**src/rtl/clk_mgm_pkg.sv**
```systemverilog
// Shared types, default widths and helpers for the N-phase Razor clock manager.
package clk_mgm_pkg;

    localparam int unsigned DEF_NUM_PHASES   = 2;
    localparam int unsigned DEF_STALL_CYCLES = 1;
    localparam int unsigned DEF_ERR_CNT_W    = 16;
    localparam int unsigned DEF_ERR_LIMIT    = 255;
    localparam int unsigned MAX_PHASES       = 32;

    typedef enum logic [0:0] {
        ST_RUN,
        ST_STALL
    } clk_mgm_state_e;

    // OR-reduction encoder; valid only for a one-hot input.
    function automatic int unsigned onehot_to_idx(input logic [MAX_PHASES-1:0] oh);
        int unsigned idx;
        idx = 0;
        for (int unsigned i = 0; i < MAX_PHASES; i++) begin
            if (oh[i]) begin
                idx = idx | i;
            end
        end
        return idx;
    endfunction

endpackage

```
**src/rtl/clk_mgm_gate_cell.sv**
```systemverilog
// Latch-based clock gate: low-transparent enable latch ANDed with the clock.
// Kept as its own cell so it can be swapped for a library ICG.
module clk_mgm_gate_cell (
    input  logic clk,
    input  logic rst,
    input  logic en,
    output logic gclk
);

    logic en_lat;

    always_latch begin
        if (rst) begin
            en_lat <= 1'b0;
        end else if (!clk) begin
            en_lat <= en;
        end
    end

    assign gclk = clk & en_lat;

endmodule

```
**src/rtl/clk_mgm_razor_nphase.sv**
```systemverilog
// N-phase clock manager for Razor pipelines: one-hot phase ring that holds on errors.
// Optional error limit with sticky Fatal output when CLK_MGM_ERR_LIMIT_EN is defined.
module clk_mgm_razor_nphase
    import clk_mgm_pkg::*;
#(
    parameter int unsigned NUM_PHASES   = DEF_NUM_PHASES,
    parameter int unsigned STALL_CYCLES = DEF_STALL_CYCLES,
    parameter int unsigned ERR_CNT_W    = DEF_ERR_CNT_W
`ifdef CLK_MGM_ERR_LIMIT_EN
    ,
    parameter int unsigned ERR_LIMIT    = DEF_ERR_LIMIT
`endif
) (
    input  logic                          Clock_Sys,
    input  logic                          Reset,
    input  logic                          GlobalError,
    input  logic                          Enable,
    output logic [NUM_PHASES-1:0]         Clock_Phase,
    output logic [NUM_PHASES-1:0]         Phase_En,
    output logic [$clog2(NUM_PHASES)-1:0] Phase_Idx,
    output logic                          Stall,
    output logic [ERR_CNT_W-1:0]          ErrorCount
`ifdef CLK_MGM_ERR_LIMIT_EN
    ,
    output logic                          Fatal
`endif
);

    localparam int unsigned IDX_W = $clog2(NUM_PHASES);
    localparam int unsigned CNT_W = (STALL_CYCLES > 1) ? $clog2(STALL_CYCLES) : 1;
    localparam logic [CNT_W-1:0] RELOAD = CNT_W'(STALL_CYCLES - 1);

    logic [NUM_PHASES-1:0] phase_q, phase_d;
    clk_mgm_state_e        state_q, state_d;
    logic [CNT_W-1:0]      stall_cnt_q, stall_cnt_d;
    logic [ERR_CNT_W-1:0]  err_cnt_q, err_cnt_d;
    logic                  halted;
    logic                  active;

    assign active = Enable && !halted;

    always_ff @(posedge Clock_Sys or posedge Reset) begin
        if (Reset) begin
            phase_q     <= NUM_PHASES'(1);
            state_q     <= ST_RUN;
            stall_cnt_q <= '0;
            err_cnt_q   <= '0;
        end else begin
            phase_q     <= phase_d;
            state_q     <= state_d;
            stall_cnt_q <= stall_cnt_d;
            err_cnt_q   <= err_cnt_d;
        end
    end

    // The erroring edge itself is the first hold edge; STALL covers the remaining ones.
    always_comb begin
        phase_d     = phase_q;
        state_d     = state_q;
        stall_cnt_d = stall_cnt_q;
        err_cnt_d   = err_cnt_q;
        if (active) begin
            if (GlobalError && (err_cnt_q != '1)) begin
                err_cnt_d = err_cnt_q + ERR_CNT_W'(1);
            end
            unique case (state_q)
                ST_RUN: begin
                    if (!GlobalError) begin
                        phase_d = {phase_q[NUM_PHASES-2:0], phase_q[NUM_PHASES-1]};
                    end else if (STALL_CYCLES > 1) begin
                        state_d     = ST_STALL;
                        stall_cnt_d = RELOAD;
                    end
                end
                ST_STALL: begin
                    if (GlobalError) begin
                        stall_cnt_d = RELOAD;
                    end else begin
                        stall_cnt_d = stall_cnt_q - CNT_W'(1);
                        if (stall_cnt_q == CNT_W'(1)) begin
                            state_d = ST_RUN;
                        end
                    end
                end
            endcase
        end
    end

`ifdef CLK_MGM_ERR_LIMIT_EN
    logic fatal_q, fatal_d;

    always_ff @(posedge Clock_Sys or posedge Reset) begin
        if (Reset) begin
            fatal_q <= 1'b0;
        end else begin
            fatal_q <= fatal_d;
        end
    end

    always_comb begin
        fatal_d = fatal_q;
        if ((err_cnt_d != err_cnt_q) && (err_cnt_d == ERR_CNT_W'(ERR_LIMIT))) begin
            fatal_d = 1'b1;
        end
    end

    assign halted = fatal_q;
    assign Fatal  = fatal_q;
`else
    assign halted = 1'b0;
`endif

    always_comb begin
        Phase_En   = active ? phase_q : '0;
        Phase_Idx  = IDX_W'(onehot_to_idx(MAX_PHASES'(phase_q)));
        Stall      = (state_q == ST_STALL);
        ErrorCount = err_cnt_q;
    end

    for (genvar g = 0; g < NUM_PHASES; g++) begin : g_gate
        clk_mgm_gate_cell u_gate (
            .clk  (Clock_Sys),
            .rst  (Reset),
            .en   (Phase_En[g]),
            .gclk (Clock_Phase[g])
        );
    end

endmodule

```
**config.mk**
```make
export PLATFORM = sky130hd
export DESIGN_NAME = clk_mgm_razor_nphase
export DESIGN_NICKNAME = d
export VERILOG_FILES = /design/src/rtl/clk_mgm_pkg.sv /design/src/rtl/clk_mgm_gate_cell.sv /design/src/rtl/clk_mgm_razor_nphase.sv
export SDC_FILE = /design/constraint.sdc
export NUM_CORES = 1
export LEC_CHECK = 0
export ABC_AREA = 1
export CAP_MARGIN = 20
export CELL_PAD_IN_SITES_DETAIL_PLACEMENT = 2
export CELL_PAD_IN_SITES_GLOBAL_PLACEMENT = 2
export CORE_ASPECT_RATIO = 0.8
export CORE_UTILIZATION = 30
export CTS_CLUSTER_SIZE = 30
export DETAILED_ROUTE_END_ITERATION = 10
export PLACE_DENSITY_LB_ADDON = 0.1
export SETUP_SLACK_MARGIN = 0.1
export SLEW_MARGIN = 20
export SYNTH_ARGS = -nofsm -noshare
export SYNTH_HDL_FRONTEND = slang
export SYNTH_HIERARCHICAL = 1
export SYNTH_SLANG_ARGS = --single-unit
```
**constraint.sdc**
```tcl
create_clock -name Clock_Sys -period 2.5 [get_ports Clock_Sys]
set_input_delay 0.625 -clock Clock_Sys [delete_from_list [all_inputs] [get_ports Clock_Sys]]
set_output_delay 0.625 -clock Clock_Sys [all_outputs]
set_load 0.02 [all_outputs]
```
==> results of run 1 <==
## logic make-up after synthesis
group / count (synthesis)
adder cells (fa/ha/maj): 1
AND/OR/NAND/NOR: 127
AO/OA/AOI/OAI: 5
buffers and inverters: 40
flip-flops: 20
latches: 2
XOR/XNOR: 3
## power groups by stage
stage / registers [mW] / clock network (mW) / logic (mW)
final: 0.464 / 0.565 / 0.328
after global routing: 0.478 / 0.606 / 0.362
after CTS: 0.466 / 0.581 / 0.335
after detailed placement: 0.473 / 0.0332 / 0.338
after global placement: 0.465 / 0.0332 / 0.322
after floorplan: 0.506 / 0.0211 / 0.150
## flip-flops by register name, indices dropped and copies added, names as in the netlist
register / count
ErrorCount: 16
Stall: 1
g_gate.u_gate/en_lat: 2
phase_q: 2
stall_cnt_q: 1
## worst paths after layout
check / startpoint / endpoint / slack, ps / cells past startpoint
min in group Clock_Sys: stall_cnt_q$_DFFE_PP0P_ / Stall$_DFFE_PP0P_ / 480 / 1
max in group asynchronous: Reset / phase_q[0]$_DFFE_PP1P_ / 1270 / 3
min in group asynchronous: Reset / ErrorCount[14]$_DFFE_PP0P_ / 640 / 2
min: Reset / clock gate / 310 / 3
max: g_gate[1].u_gate/en_lat$_DLATCH_P_ / Clock_Phase[1] / -200 / 3
min reg2reg: stall_cnt_q$_DFFE_PP0P_ / Stall$_DFFE_PP0P_ / 480 / 1
max reg2reg: phase_q[0]$_DFFE_PP1P_ / g_gate[0].u_gate/en_lat$_DLATCH_P_ / 430 / 4
max in group gated: Reset / clock gate / 870 / 3
## synth_stat cells (all sizes together)
| library cell | count | area share, % |
|---|---|---|
| nand2 | 69 | 20 |
| inv | 35 | 9.4 |
| nand3 | 31 | 15 |
| nor2 | 26 | 9.5 |
| dfrtp | 19 | 34 |
| buf | 4 | 3.0 |
| o21ai | 3 | 1.1 |
| a21oi | 2 | 0.72 |
| dlxtp | 2 | 2.2 |
| xor2 | 2 | 1.3 |
| clkinv | 1 | 0.27 |
| dfstp | 1 | 1.9 |
| ha | 1 | 0.90 |
| nand4 | 1 | 0.45 |
| xnor2 | 1 | 0.63 |
## critical path, cell delays in order, from the launching register on
cell and delay (ps):
dlxtp_1 310, nand2_1 50, inv_1 60, buf_6 110
## metrics by stage
step	cell area (um2)	total power, mW	utilization (%)	cells
6_report	1840	1.36	42.7	289
5_1_grt	1840	1.45	42.7	289
4_1_cts	1840	1.38	42.7	289
3_5_place_dp	1700	0.844	39.4	279
3_3_place_gp	1700	0.820	39.4	279
2_1_floorplan	1400	0.677	-	198
## routing by layer
metal	vias to the layer above	wire length, um	part of all wire, %
met4	0	28	0.63
li1	661	-	-
met1	680	2000	45
met5	-	0	0
met2	20	2280	51
met3	5	138	3.1
## repair_timing
action	4_1_cts	5_1_grt
resized for setup	14	1
endpoints found under the hold margin	2	0
hold buffers	1	0
setup endpoints to repair	6	6
pin swaps	0	2
## area by class of cell
| cell class | count | area (um2) |
|---|---|---|
| flip-flops and latches | 22 | 532 |
| repair buffers | 27 | 263 |
| clock buffers | 10 | 123 |
| fillers | 526 | 2470 |
| inverters | 34 | 128 |
| well taps | 57 | 71.3 |
| multi-input cells | 136 | 687 |
| clock inverters | 3 | 37.5 |
==> flow_metrics.env, run 1 <==
export IMPL_status="complete, but fails checks"
export IMPL_violations="setup timing"
export IMPL_num_antenna_cells=0
export IMPL_ir_drop_mv=0.369
export IMPL_setup_viol=4
export IMPL_skew_ps=112
export IMPL_drt_iter0_drc=19
export IMPL_power_density_nw_per_um2=737
export IMPL_synth_adder_area_share_pct=0.897
export IMPL_intPower_mw=0.913
export IMPL_leakagePower_nw=0.889
export IMPL_slew_violations=0
export IMPL_ant_nets=0
export IMPL_syn_instance_count=198
export IMPL_mostFrequentLayoutCells="nand2_1 (65), inv_1 (32), nor2_1 (20), nand3_1 (20), clkdlybuf4s50_1 (20)"
export IMPL_area_growth_syn_to_layout_pct=31.9
export IMPL_wirelength_mm=4.45
export IMPL_comb_power_share_pct=24.2
export IMPL_die_w_um=78.2
export IMPL_cts_tree="yes"
export IMPL_grt_total_usage_pct=20.2
export IMPL_switching_power_mw=0.444
export IMPL_slew_headroom_pct=61.6
export IMPL_hp_class="in -> gate"
export IMPL_first_pass_iters=4
export IMPL_route_detailed_drc=0
export IMPL_cp_end_kind="primary output"
export IMPL_place_ws_ps=-571
export IMPL_coreArea_um2=4310
export IMPL_antenna_found_initial=0
export IMPL_layout_nets=237
export IMPL_setup_worst_path_start_class="latch"
export IMPL_rows=21
export IMPL_cap_violations=0
export IMPL_synth_compound_area_share_pct=1.79
export IMPL_wl_per_cell_um=15.4
export IMPL_fin_ws_ps=-198
export IMPL_use_met2_pct=34.1
export IMPL_yosysWarnings=6
export IMPL_via_per_inst=4.73
export IMPL_ys_types=23
export IMPL_clk_pin_slew_worst_paths_ps=40
export IMPL_cp_max_fo=1
export IMPL_pwr_share_seq_pct=34.2
export IMPL_place_congestion=0.780
export IMPL_port_buffers=25
export IMPL_tightest_slew_ps=575
export IMPL_synth_seq_cells=22
export IMPL_whs_ps=314
export IMPL_worstPathRequired_ps=1880
export IMPL_post_cts_repair_setup_buffers=0
export IMPL_vias=1366
export IMPL_crit_arrival_ps=2070
export IMPL_hold_viol_final=0
export IMPL_first_global_vias=1565
export IMPL_hpwl_mm=3.35
export IMPL_synth_mux_area_share_pct=0
export IMPL_gr_usage_met3_pct=7.01
export IMPL_synth_xor_area_share_pct=1.88
export IMPL_met1_usage_pct=24.2
export IMPL_grt_pass1_wl_mm=7.50
export IMPL_die_h_um=63.0
export IMPL_rsz0062_at_grt="true"
export IMPL_tns_ps=-390
export IMPL_syn_area_um2=1400
export IMPL_layout_drive_gt1_share_pct=16.4
export IMPL_yosys_area_share_simple_pct=44.7
export IMPL_synth_top_family_by_area="simple AND/OR/NAND/NOR gates"
export IMPL_die_area_um2=4930
export IMPL_grt_start_max_net_pins=17
export IMPL_grt_busiest_layer="met2"
export IMPL_clk_latency_ps=370
export IMPL_pin_count=26
export IMPL_start_util_pct=32.4
export IMPL_syn_avg_cell_area_um2=7.05
export IMPL_switching_share_pct=32.7
export IMPL_final_common_cell="nand2_1"
export IMPL_synth_fp_nets=203
export IMPL_clockPowerShare_pct=41.6
export IMPL_grt_ovfl_total=0
export IMPL_worstSetupPathType="latch -> out"
Note: power is estimated with default switching activity, not from simulation.
==> run 2, diff against run 1 <==
--- a/config.mk
+++ b/config.mk
@@ -6,6 +6,7 @@
 export NUM_CORES = 1
 export LEC_CHECK = 0
 export ABC_AREA = 1
+export ABC_CLOCK_PERIOD_IN_PS = 2500
 export CAP_MARGIN = 20
 export CELL_PAD_IN_SITES_DETAIL_PLACEMENT = 2
 export CELL_PAD_IN_SITES_GLOBAL_PLACEMENT = 2
==> results of run 2 <==
Same layout as run 1: the final DEF is identical, and so are final timing and power.
